File: src/rtl/parallel_to_serial_pkg.sv
// parallel_to_serial_pkg: shared state encoding and byte width for the serializer
package parallel_to_serial_pkg;
  localparam int BYTE_W = 8;
  typedef enum logic {IDLE, SEND} state_t;
endpackage

File: src/rtl/parallel_to_serial.sv
// parallel_to_serial: captures an N-bit word on an rx_valid rising edge and emits it LSB byte first
module parallel_to_serial
  import parallel_to_serial_pkg::*;
#(
  parameter int N = 32,
  parameter int Ndiv4log2 = 3
) (
  input  logic          iCE_CLK,
  input  logic          rst_n,
  input  logic          rx_valid,
  input  logic [N-1:0]  rx_bytes,
  input  logic          is_transmitting,
  output logic [7:0]    tx_byte,
  output logic          tx_valid
);
  localparam int SW = $clog2(N);
  localparam logic [Ndiv4log2-1:0] LAST = Ndiv4log2'(N / BYTE_W - 1);
  state_t state;
  logic [N-1:0] word;
  logic [Ndiv4log2-1:0] idx, nxt;
  logic [SW-1:0] sel;
  logic rx_prev;
  assign nxt = idx + 1'b1;
  assign sel = SW'(int'(nxt) * BYTE_W);
  always_ff @(posedge iCE_CLK or negedge rst_n) begin
    if (!rst_n) begin
      state    <= IDLE;
      idx      <= '0;
      word     <= '0;
      tx_byte  <= '0;
      tx_valid <= 1'b0;
      rx_prev  <= 1'b0;
    end else begin
      rx_prev <= rx_valid;
      if (state == IDLE) begin
        tx_valid <= rx_valid && !rx_prev;
        if (rx_valid && !rx_prev) begin
          word    <= rx_bytes;
          idx     <= '0;
          tx_byte <= rx_bytes[BYTE_W-1:0];
          state   <= SEND;
        end
      end else if (is_transmitting) begin
        tx_valid <= 1'b0;
      end else if (idx != LAST) begin
        idx      <= nxt;
        tx_byte  <= word[sel +: BYTE_W];
        tx_valid <= 1'b1;
      end else begin
        tx_valid <= 1'b0;
        state    <= IDLE;
      end
    end
  end
endmodule

File: config.mk
export PLATFORM = sky130hd
export DESIGN_NAME = parallel_to_serial
export DESIGN_NICKNAME = d
export VERILOG_FILES = /design/src/rtl/parallel_to_serial_pkg.sv /design/src/rtl/parallel_to_serial.sv
export SDC_FILE = /design/constraint.sdc
export NUM_CORES = 1
export LEC_CHECK = 0
export BUFFER_PORTS_ARGS = -buffer_cell sky130_fd_sc_hd__buf_2
export CAP_MARGIN = 20
export CORE_ASPECT_RATIO = 1.5
export CORE_MARGIN = 4
export CORE_UTILIZATION = 50
export CTS_BUF_LIST = sky130_fd_sc_hd__clkbuf_8
export DETAILED_ROUTE_END_ITERATION = 7
export PLACE_DENSITY = 0.87
export SLEW_MARGIN = 10
export SYNTH_ARGS = -nofsm -noshare
export SYNTH_HDL_FRONTEND = slang
export SYNTH_SLANG_ARGS = --single-unit
export TNS_END_PERCENT = 100
File: constraint.sdc
create_clock -name iCE_CLK -period 1.8 [get_ports iCE_CLK]
set_input_delay 0.36 -clock iCE_CLK [delete_from_list [all_inputs] [get_ports iCE_CLK]]
set_output_delay 0.36 -clock iCE_CLK [all_outputs]
set_load 0.02 [all_outputs]
== Word level (Yosys, flattened, before mapping) ==
Cells that the tools add are included.

* Input port bits: 36
* Flip-flop bits (word level): 46
* Output and inout bits: 9
* Word-level logic and storage cells: 31

* Bitwise gates (word level): 1
* $add $sub $neg: 1
* Shift-type cells: 1
* Equal/unequal tests: 3
* Muxes and demuxes: 14
* Reductions and logical operators: 5

{| class="wikitable"
|+ Operator list
! operator !! count
|-
| 8-bit 2-to-1 mux || 4
|-
| 32-bit by 6-bit indexed part select with 8-bit output || 1
|-
| 3-bit 2-to-1 mux || 4
|-
| 1-bit 2-to-1 mux || 6
|-
| 3-bit by 1-bit adder with 3-bit output (second input constant) || 1
|-
| 3-bit by 2-bit != test with 1-bit output (second input constant) || 1
|-
| 3-bit AND reduction || 1
|-
| 2-bit by 1-bit != test with 1-bit output (second input constant) || 1
|-
| 2-bit != test (second input constant) || 1
|-
| 2-bit AND reduction || 1
|-
| 2-bit nonzero test || 1
|-
| 1-bit logical AND || 1
|-
| 1-bit zero test || 1
|-
| 1-bit inverter || 1
|}

== Longest topological paths before layout ==
Gate-level depths: netlist of the first run.

* Depth in word-level cells: 5
* Mapped depth: 7
* Depth with buffers taken out: 6

== Worst setup path after synthesis of the first run ==
OpenSTA, ideal clock, no wires.

* Kind: register to register
* Start point: register idx[0]
* End point: register tx_byte[0]
* Period minus slack after synthesis: 1.782 ns
* Stages on the path, launching flop included: 6
* Setup time: 0.126 ns
* Data arrival time: 1.656 ns
* Path buffers: 1
* Data required time: 1.674 ns
* Slack: 0.018 ns
* Cell sequence: dfrtp_1 -> ha_1 -> clkbuf_1 -> mux4_2 -> and2_0 -> a221o_1

* Cells in the longest elaborated chain, start to end: 5
* Elaborated cells between the ends (all ways): 8
* Classes of those cells: add/sub (1); eq/ne (2); shift (1); mux (3); reduce/logical (1)

{| class="wikitable"
|+ Ends and longest elaborated chain
! item !! line !! source
|-
| start: declaration || parallel_to_serial.sv:20 || <nowiki>logic [Ndiv4log2-1:0] idx, nxt;</nowiki>
|-
| start signal: assignment || parallel_to_serial.sv:46 || <nowiki>idx <= nxt;</nowiki>
|-
| 3-bit by 1-bit adder with 3-bit output || parallel_to_serial.sv:23 || <nowiki>assign nxt = idx + 1'b1;</nowiki>
|-
| 32-bit by 6-bit indexed part select with 8-bit output || parallel_to_serial.sv:47 || <nowiki>tx_byte <= word[sel +: BYTE_W];</nowiki>
|-
| 8-bit 2-to-1 mux || parallel_to_serial.sv:45 || <nowiki>end else if (idx != LAST) begin</nowiki>
|-
| 8-bit 2-to-1 mux || parallel_to_serial.sv:43 || <nowiki>end else if (is_transmitting) begin</nowiki>
|-
| 8-bit 2-to-1 mux || parallel_to_serial.sv:35 || <nowiki>if (state == IDLE) begin</nowiki>
|-
| end signal: assignment || parallel_to_serial.sv:40 || <nowiki>tx_byte <= rx_bytes[BYTE_W-1:0];</nowiki>
|-
| end signal: assignment || parallel_to_serial.sv:47 ||
|-
| end: declaration || parallel_to_serial.sv:13 || <nowiki>output logic [7:0] tx_byte,</nowiki>
|}

Parallel ways exist; a longest one is shown, timed or not. The select of a mux whose other input is x is not followed.
A chain may end at the register's enable or synchronous reset.

== Worst setup path in the final report of the first run ==
* Start point: register idx[0]
* End point: register tx_byte[6]

The elaborated chain is that of the path after synthesis.

==> results of run 1 <==
==> power groups by stage <==
stage / Sequential [mW] / Combinational [mW] / Clock (mW)
6_report: 1.82 / 1.67 / 0.626
5_1_grt: 1.88 / 1.83 / 0.695
4_1_cts: 1.82 / 1.66 / 0.646
3_5_place_dp: 1.84 / 1.65 / 0
3_3_place_gp: 1.79 / 1.56 / 0
2_1_floorplan: 1.85 / 1.17 / 0
==> through the flow <==
step / cells / cell area [µm²] / setup TNS, ps / utilization (%)
finish: 216 / 2360 / 0 / 63.6
global route: 216 / 2360 / 0 / 63.6
CTS: 216 / 2340 / 0 / 63.0
detailed placement: 208 / 2250 / -204 / 60.5
global placement: 208 / 2250 / 0 / 60.5
floorplan: 123 / 1970 / 0 / -
==> how the worst max path moves through the flow <==
stage	endpoint	slack, ps	from	depth (start not counted)
CTS	idx[2]	20	idx[1]	6
global route	tx_byte[5]	40	idx[0]	4
detailed placement	tx_byte[6]	-50	idx[1]	4
floorplan	tx_byte[0]	20	idx[0]	5
finish	tx_byte[6]	120	idx[0]	4
global placement	tx_byte[5]	20	idx[0]	4
==> cell type report <==
type,count,area share (%)
Sequential cell,46,48.7
Multi-Input combinational cell,67,33.5
Timing Repair Buffer,50,11.4
Clock buffer,6,3.49
Tap cell,43,2.28
Clock inverter,2,0.371
Inverter,2,0.318
==> worst max-delay path, cell delays in order (launching register included) <==
cell and delay [ps]:
dfrtp_1 410, buf_6 200, mux4_2 500, and2_0 180, a221o_1 270
==> state kept, by name (all words and copies together), names as in the netlist <==
| name | cells |
|---|---|
| word | 32 |
| tx_byte | 8 |
| idx | 3 |
| rx_prev | 1 |
| state | 1 |
| tx_valid | 1 |
==> per-layer routing <==
metal	part of all wire, %	vias to the layer above	wire [µm]	track usage, %
li1	-	552	-	-
met1	39	636	1470	20.2
met2	55	31	2090	27.3
met3	4.7	6	178	5.23
met4	1.4	0	54	9.69
met5	0	-	0	0
==> kinds of logic after synthesis <==
group | count (synthesis) | share of synthesized area, %
mux | 41 | 28.1
compound gates | 11 | 5.16
flops | 46 | 58.6
fa+ha+maj | 2 | 1.27
simple gates | 13 | 4.39
buf+inv | 10 | 2.55
==> placed cells by master, fill, tap and decap left out <==
cell / netlist / layout
buf_6: 1 / 1
o21ai_1: 1 / 1
mux4_2: 8 / 8
a22o_1: 1 / 1
buf_2: 4 / 44
mux2_1: 1 / 1
nor3b_4: 0 / 1
mux2_2: 32 / 32
and2_0: 8 / 8
a221o_1: 8 / 8
nor3b_2: 1 / 1
nand2b_1: 2 / 2
inv_1: 2 / 3
buf_4: 0 / 5
ha_1: 2 / 1
clkinv_2: 0 / 1
ha_4: 0 / 1
a21o_1: 1 / 1
dfrtp_1: 46 / 46
clkbuf_8: 0 / 6
nor2_2: 0 / 1
==> timing repair <==
action / CTS / global route
setup endpoints to repair: 8 / 11
hold buffers: 0 / 0
resized for setup: 1 / 4
hold endpoints to repair: 0 / 0
==> metrics.csv, run 1 <==
metric;value;unit
status;finished, violations left;
failing checks;negative hold slack;
Clk pwr share;15.2;%
layout cells sized above 1;58.4;%
Synth Register Bits;46;
Cells after Synth;123;
Detail Route Antenna Nets;0;
Unique masters post-synth;18;
top cells by area, synth;dfrtp_1 59%, mux2_2 18%, mux4_2 9.2%;
Slew Limit Headroom;69.1;%
port bufs;44;
Total GRT Usage;17.2;%
clk_lat worst skew;290;ps
Synth Warn #;0;
RSZ-0062 raised after global routing;no;
cell taking the most area after synthesis;dfrtp_1;
Switching Fraction;30.9;%
Syn Area/Cell;16.0;µm²
CP max FO;9;
DIE AREA;5020;µm²
Final Hold Fails;5;
Syn Nets;161;
Die Height;84.8;µm
DR vias/cell;5.67;
Sink Count;46;
htree depth;2;
fill count;300;
asr flop ratio synth;100;%
DIE WIDTH;59.2;µm
FF/Latch Area;1150;µm²
Post-CTS Setup Inserts;0;
Worst Path Required;1980;ps
combinational fraction of design power;40.6;%
Area Overhead vs Synth;20.2;%
min Tclk post-route;1680;ps
CP Launch Type;register;
Slew Limit Fails;0;
largest net degree at the start of global routing;27;
Worst Setup End Kind;register;
count of final setup violators;0;
CTS root buf;clkbuf_8;
top cell types by occurrence after synthesis;46 x dfrtp_1, 32 x mux2_2, 8 x a221o_1, 8 x and2_0, 8 x mux4_2;
Clock Skew;5.34;ps
Final nets;210;
CP Class;reg -> reg;
CORE AREA;3720;µm²
worst min path class;in -> async;
io pins;45;
Synth top area share;58.6;%
register area share after synthesis;58.6;%
Post-synth EDFFs;0;
Internal;2.85;mW
Total Power;4.12;mW
worst r2r dst;tx_byte[6];
clock buffer depth;2;
# DRC;0;
WL/cell;17.6;µm
Antenna diodes;0;
Fmax;596;MHz
DR iter-0 viols;13;
Final Worst Setup Slack;121;ps
R2R Setup Slk;120;ps
grt total ovfl;0;
area of the multi-input gates;791;µm²
start of the worst register-to-register path;idx[0];
Placement Rows;27;
max-cap violations;0;
clk slew on worst S/H paths;80;ps
synthesized cell area;1970;µm²
Seq pwr share;44.2;%
gp weighted congestion;0.782;
first-pass GRT wire length;6460;µm
Post-synth top flop;dfrtp_1;
number of CTS-inserted buffers;5;
P_leak;1.08;nW
vias post-DR;1225;
Slew @ Worst Pin;463;ps
worst hold slack;-2.06;ps
Worst EP arrival;1850;ps
Worst Reg-to-Reg Cells;4;
final WL;3790;µm
Max VDD drop;0.880;mV
CTS tree;yes;
initial antenna violation count;0;
vias in the first global route;1363;
count leader, synth;dfrtp_1;
pwr/cell area;1750;nW/µm²
fin crit share;93.3;%
placement-stage worst setup slack;-52.2;ps
Psw;1.27;mW
DP HPWL;2860;µm
effective utilization at floorplan;52.9;%
Initial DRT Pass Iterations;4;
(Power assumes the default switching activity.)
==> run 2, diff against run 1 <==
ABC_AREA = 1   (was not set)
CORE_UTILIZATION = 51   (was 50)
==> run 2 against run 1 <==
- the run still ends with negative hold slack left
- combinational power rose by 20%
- die area rose by 8.7%
- clock-buffer cell count fell by 1
- design area rose by 8.7%
- global-route usage rose by 2.1 points
- critical path type unchanged
- critical endpoint is now tx_byte[5]
==> metrics.csv, run 2 <==
metric;value;unit
status;finished, violations left;
failing checks;negative hold slack;
effective utilization at floorplan;52.3;%
htree depth;2;
Crit path buffers/inverters;1;
most used cell along the critical path;nand2_1;
Detail Route Antenna Nets;0;
wl on met1;1810;µm
RSZ-0062 raised after global routing;no;
CP max FO;7;
Slew Limit Fails;0;
Synth Register Bits;46;
Max VDD drop;1.21;mV
DIE WIDTH;61.7;µm
clk slew on worst S/H paths;90;ps
DR vias/cell;4.93;
asr flop ratio synth;100;%
crit-path cells;ha_1, ha_1, nor2_1, nand2_1, buf_4, a21oi_1, nand2_1, nand2_1;
largest net degree at the start of global routing;30;
Top Registers;word: 32 flops, tx_byte: 8 flops, idx: 3 flops;
Final Hold Fails;18;
placement-stage worst setup slack;196;ps
Fmax;611;MHz
max reg flops;32;
# resized after CTS;0;
CTS tree;yes;
final WL;4540;µm
clk_lat worst skew;300;ps
pwr/cell area;1770;nW/µm²
fill count;397;
worst r2r dst;tx_byte[5];
CTS root buf;clkbuf_8;
Worst Setup End Kind;register;
Total Power;4.55;mW
worst hold slack;-15.0;ps
io pins;45;
Sum Neg Setup Slack;0;ps
Core Util, Final;61.1;%
Final nets;360;
Switching Fraction;40.7;%
Post-synth EDFFs;0;
Synth Warn #;0;
Post-synth top flop;dfrtp_1;
CP Class;reg -> reg;
Seq pwr share;39.3;%
slowest CP cell;dfrtp_1;
highest routed layer;met4;
DP HPWL;3470;µm
min Tclk post-route;1640;ps
CORE AREA;4210;µm²
number of CTS-inserted buffers;5;
Initial DRT Pass Iterations;4;
met3 WL post-DR;236;µm
Worst Reg-to-Reg Cells;8;
initial antenna violation count;0;
Worst EP arrival;1880;ps
clock buffer depth;2;
gp weighted congestion;0.843;
fin crit share;90.9;%
Clk pwr share;16.6;%
max-cap violations;0;
FF/Latch Area;1150;µm²
Worst Path Required;2050;ps
# DRC;0;
Syn Nets;317;
worst min path class;in -> async;
Crit path max-delay family;adder cells;
met2 WL;2390;µm
first-pass GRT wire length;7740;µm
CP Launch Type;register;
Sink Count;46;
Syn Area/Cell;7.89;µm²
vias in the first global route;1756;
Crit path largest cell delay;400;ps
Clock Skew;6.19;ps
Internal;2.70;mW
DR iter-0 viols;35;
DIE AREA;5450;µm²
Psw;1.85;mW
vias post-DR;1820;
P_leak;1.47;nW
Post-CTS Setup Inserts;0;
R2R Setup Slk;160;ps
cell taking the most area after synthesis;dfrtp_1;
top cell types by occurrence after synthesis;108 x nand2_1, 46 x dfrtp_1, 34 x o21ai_0;
synthesized cell area;2200;µm²
start of the worst register-to-register path;idx[0];
Area Overhead vs Synth;16.7;%
port bufs;44;
# hold bufs at CTS;0;
Unique masters post-synth;21;
WL/cell;12.3;µm
area of the multi-input gates;813;µm²
register area share after synthesis;52.3;%
Antenna diodes;0;
layout cells sized above 1;21.4;%
commonest non-fill, non-tap cell in the layout;nand2_1;
Total GRT Usage;19.3;%
Placement Rows;29;
most frequent cells in the layout;108 x nand2_1, 46 x dfrtp_1, 44 x buf_2, 34 x o21ai_0, 33 x inv_1;
top cells by area, synth;dfrtp_1 52%, nand2_1 18%, o21ai_0 7.7%;
count leader, synth;nand2_1;
Synth top area share;52.3;%
Slew @ Worst Pin;438;ps
Slew Limit Headroom;70.8;%
Biggest register;word;
Final Worst Setup Slack;163;ps
count of final setup violators;0;
Cells after Synth;279;
grt total ovfl;0;
Die Height;88.5;µm
combinational fraction of design power;44.1;%
==> run 2: logic make-up after synthesis <==
| kind of cell | after synthesis | share of synthesized area, % |
|---|---|---|
| and+or+nand+nor | 135 | 24.8 |
| buffers and inverters | 52 | 10.8 |
| DFF | 46 | 52.3 |
| AOI/OAI and AO/OA | 44 | 11.0 |
| adders and majority gates | 2 | 1.14 |
==> run 2: power by group through the flow <==
stage	logic, mW	clock network, mW	registers (mW)
6_report	2.01	0.757	1.79
5_1_grt	2.33	0.812	1.85
3_5_place_dp	2.02	0	1.80
2_1_floorplan	1.44	0	1.84
4_1_cts	2.03	0.774	1.79
3_3_place_gp	1.95	0	1.78
==> run 2: worst max-delay path by stage <==
stage,from,end,slack (ps),cells past startpoint
after detailed placement,idx[0],tx_byte[5],200,8
after global placement,idx[0],tx_byte[4],280,8
after CTS,idx[0],tx_byte[5],170,8
after floorplan,idx[0],tx_byte[4],400,8
final,idx[0],tx_byte[5],160,8
after global routing,idx[0],tx_byte[5],30,8
==> run 2: area by class of cell <==
class / instances / area share, %
flip-flops and latches: 46 / 44.8
multi-input cells: 181 / 31.6
repair buffers: 51 / 11.6
inverters: 37 / 5.50
clock buffers: 5 / 2.68
well taps: 46 / 2.24
clock inverters: 3 / 1.56
==> run 2: metrics by stage <==
stage	std cells	hold WS [ps]	cell area [µm²]
after floorplan	279	64.4	2200
after global placement	361	326	2460
after detailed placement	361	334	2460
after CTS	369	0.822	2570
after global routing	369	15.9	2570
final	369	-15.0	2570
==> run 2: per-layer routing <==
layer,up-vias,GRT usage (%)
li1,946,-
met1,821,21.9
met2,45,33.7
met3,8,4.09
met4,0,8.69
met5,-,0
==> run 3, diff against run 2 <==
BUFFER_PORTS_ARGS = not set   (was -buffer_cell sky130_fd_sc_hd__buf_2)
CORE_UTILIZATION = 59   (was 51)
DONT_BUFFER_PORTS = 1   (was not set)
PLACE_DENSITY = 0.77   (was 0.87)
==> run 3 against run 2 <==
- critical path type unchanged
- clock skew decreased by 2.4 ps
- fmax increased by 3.0%
- global-route usage decreased by 0.057 points
- critical endpoint is now tx_byte[4]
- final cell count decreased by 13%
- the run now ends clean
- clock power decreased by 24%
- design area decreased by 9.6%
- die area decreased by 12%
- sequential share of layout area increased by 4.8 points
- highest routed layer unchanged
- sequential cell count unchanged
- via count decreased by 8.8%
==> metrics.csv, run 3 (synthesis results as in run 2) <==
metric;value;unit
Worst Path Required;2040;ps
Sum Neg Setup Slack;0;ps
P_leak;1.29;nW
CP Launch Type;register;
DP HPWL;2870;µm
Crit path largest cell delay;400;ps
slowest CP cell;dfrtp_1;
final WL;4130;µm
CP Class;reg -> reg;
Worst Reg-to-Reg Cells;8;
pwr/cell area;1820;nW/µm²
Placement Rows;26;
# DRC;0;
htree depth;2;
Biggest register;word;
Switching Fraction;41.9;%
Slew Limit Headroom;77.3;%
DR iter-0 viols;44;
CTS tree;yes;
Initial DRT Pass Iterations;4;
RSZ-0062 raised after global routing;no;
crit path to;tx_byte[4];
Area Overhead vs Synth;5.45;%
vias post-DR;1660;
DIE WIDTH;57.9;µm
Sink Count;46;
Seq pwr share;44.9;%
WL/cell;12.9;µm
vias in the first global route;1620;
Max VDD drop;1.22;mV
fin crit share;88.3;%
clk_lat worst skew;300;ps
max-cap violations;0;
Critical path origin;idx[0];
Psw;1.78;mW
effective utilization at floorplan;62.7;%
layout cells sized above 1;7.55;%
status;complete, no violations;
port bufs;0;
min Tclk post-route;1590;ps
CP max FO;7;
worst hold slack;84.4;ps
number of CTS-inserted buffers;5;
fill count;304;
DIE AREA;4790;µm²
Internal;2.46;mW
CTS root buf;clkbuf_8;
first-pass GRT wire length;7290;µm
Worst Setup End Kind;register;
Clk pwr share;13.6;%
most frequent cells in the layout;108 x nand2_1, 46 x dfrtp_1, 35 x inv_1, 34 x o21ai_0, 16 x nand3_1;
largest net degree at the start of global routing;48;
grt total ovfl;0;
Placed Area;2210;µm²
Final Hold Fails;0;
commonest non-fill, non-tap cell in the layout;nand2_1;
fin area;2320;µm²
start of the worst register-to-register path;idx[0];
io pins;45;
Top Registers;word: 32 flops, tx_byte: 8 flops, idx: 3 flops;
Clock Skew;3.78;ps
initial antenna violation count;0;
max reg flops;32;
Crit path max-delay family;flip-flops;
count of final setup violators;0;
# resized after CTS;0;
CORE AREA;3510;µm²
Crit path buffers/inverters;1;
worst min path class;in -> reg;
combinational fraction of design power;41.5;%
Antenna diodes;0;
Worst EP arrival;1830;ps
Die Height;82.8;µm
Total GRT Usage;19.2;%
clk slew on worst S/H paths;80;ps
crit-path cells;ha_1, ha_1, nor2_1, nand2_1, buf_4, a21oi_1, nand2_1, nand2_1;
Fmax;629;MHz
Slew @ Worst Pin;340;ps
most used cell along the critical path;nand2_1;
Slew Limit Fails;0;
worst r2r dst;tx_byte[4];
Detail Route Antenna Nets;0;
R2R Setup Slk;210;ps
total stage count of the critical path;8;
clock buffer depth;2;
gp weighted congestion;0.821;
Total Power;4.24;mW
Final nets;316;
DR vias/cell;5.19;
## run 3: through the flow
step / setup slack [ps] / cells / util [%]
floorplan: 402 / 279 / -
global placement: 286 / 311 / 62.9
finish: 211 / 320 / 66.1
global route: 60.2 / 320 / 66.1
CTS: 217 / 320 / 66.1
detailed placement: 236 / 311 / 62.9
## run 3: cell type report
| cell class | instances | area, µm² | area share, % |
|---|---|---|---|
| well taps | 42 | 52.6 | 2.26 |
| repair buffers | 7 | 87.6 | 3.77 |
| multi-input cells | 181 | 813 | 35.0 |
| clock inverters | 2 | 7.51 | 0.323 |
| clock buffers | 5 | 68.8 | 2.96 |
| flip-flops and latches | 46 | 1150 | 49.6 |
| inverters | 37 | 141 | 6.09 |
## run 3: routing by layer
metal  share of wire, %  vias up  wire length (µm)  global-route usage [%]
met5                  0        -                 0                       0
met4                1.8        0                74                    6.96
met3                5.7        9               235                    5.43
met2                 49       52              2010                    30.9
met1                 44      746              1810                    24.4
li1                   -      853                 -                       -
## run 3: timing repair
item	CTS	global route
hold buffers	2	0
endpoints found under the hold margin	46	0
setup buffers	0	0
## run 3: worst min-delay path by stage
| stage | from | end | cells past startpoint |
|---|---|---|---|
| after floorplan | rst_n | idx[0] | 0 |
| after global placement | rst_n | state | 0 |
| after detailed placement | rst_n | state | 0 |
| after CTS | rx_valid | rx_prev | 0 |
| after global routing | rx_valid | rx_prev | 0 |
| final | rx_valid | rx_prev | 0 |
## run 3: power by group through the flow
stage          Clock [mW]  Combinational [mW]  Sequential, mW
3_3_place_gp            0                1.70            1.91
2_1_floorplan           0                1.44            1.84
6_report            0.578                1.76            1.90
4_1_cts             0.582                1.76            1.90
3_5_place_dp            0                1.71            1.92
5_1_grt             0.627                2.07            1.96
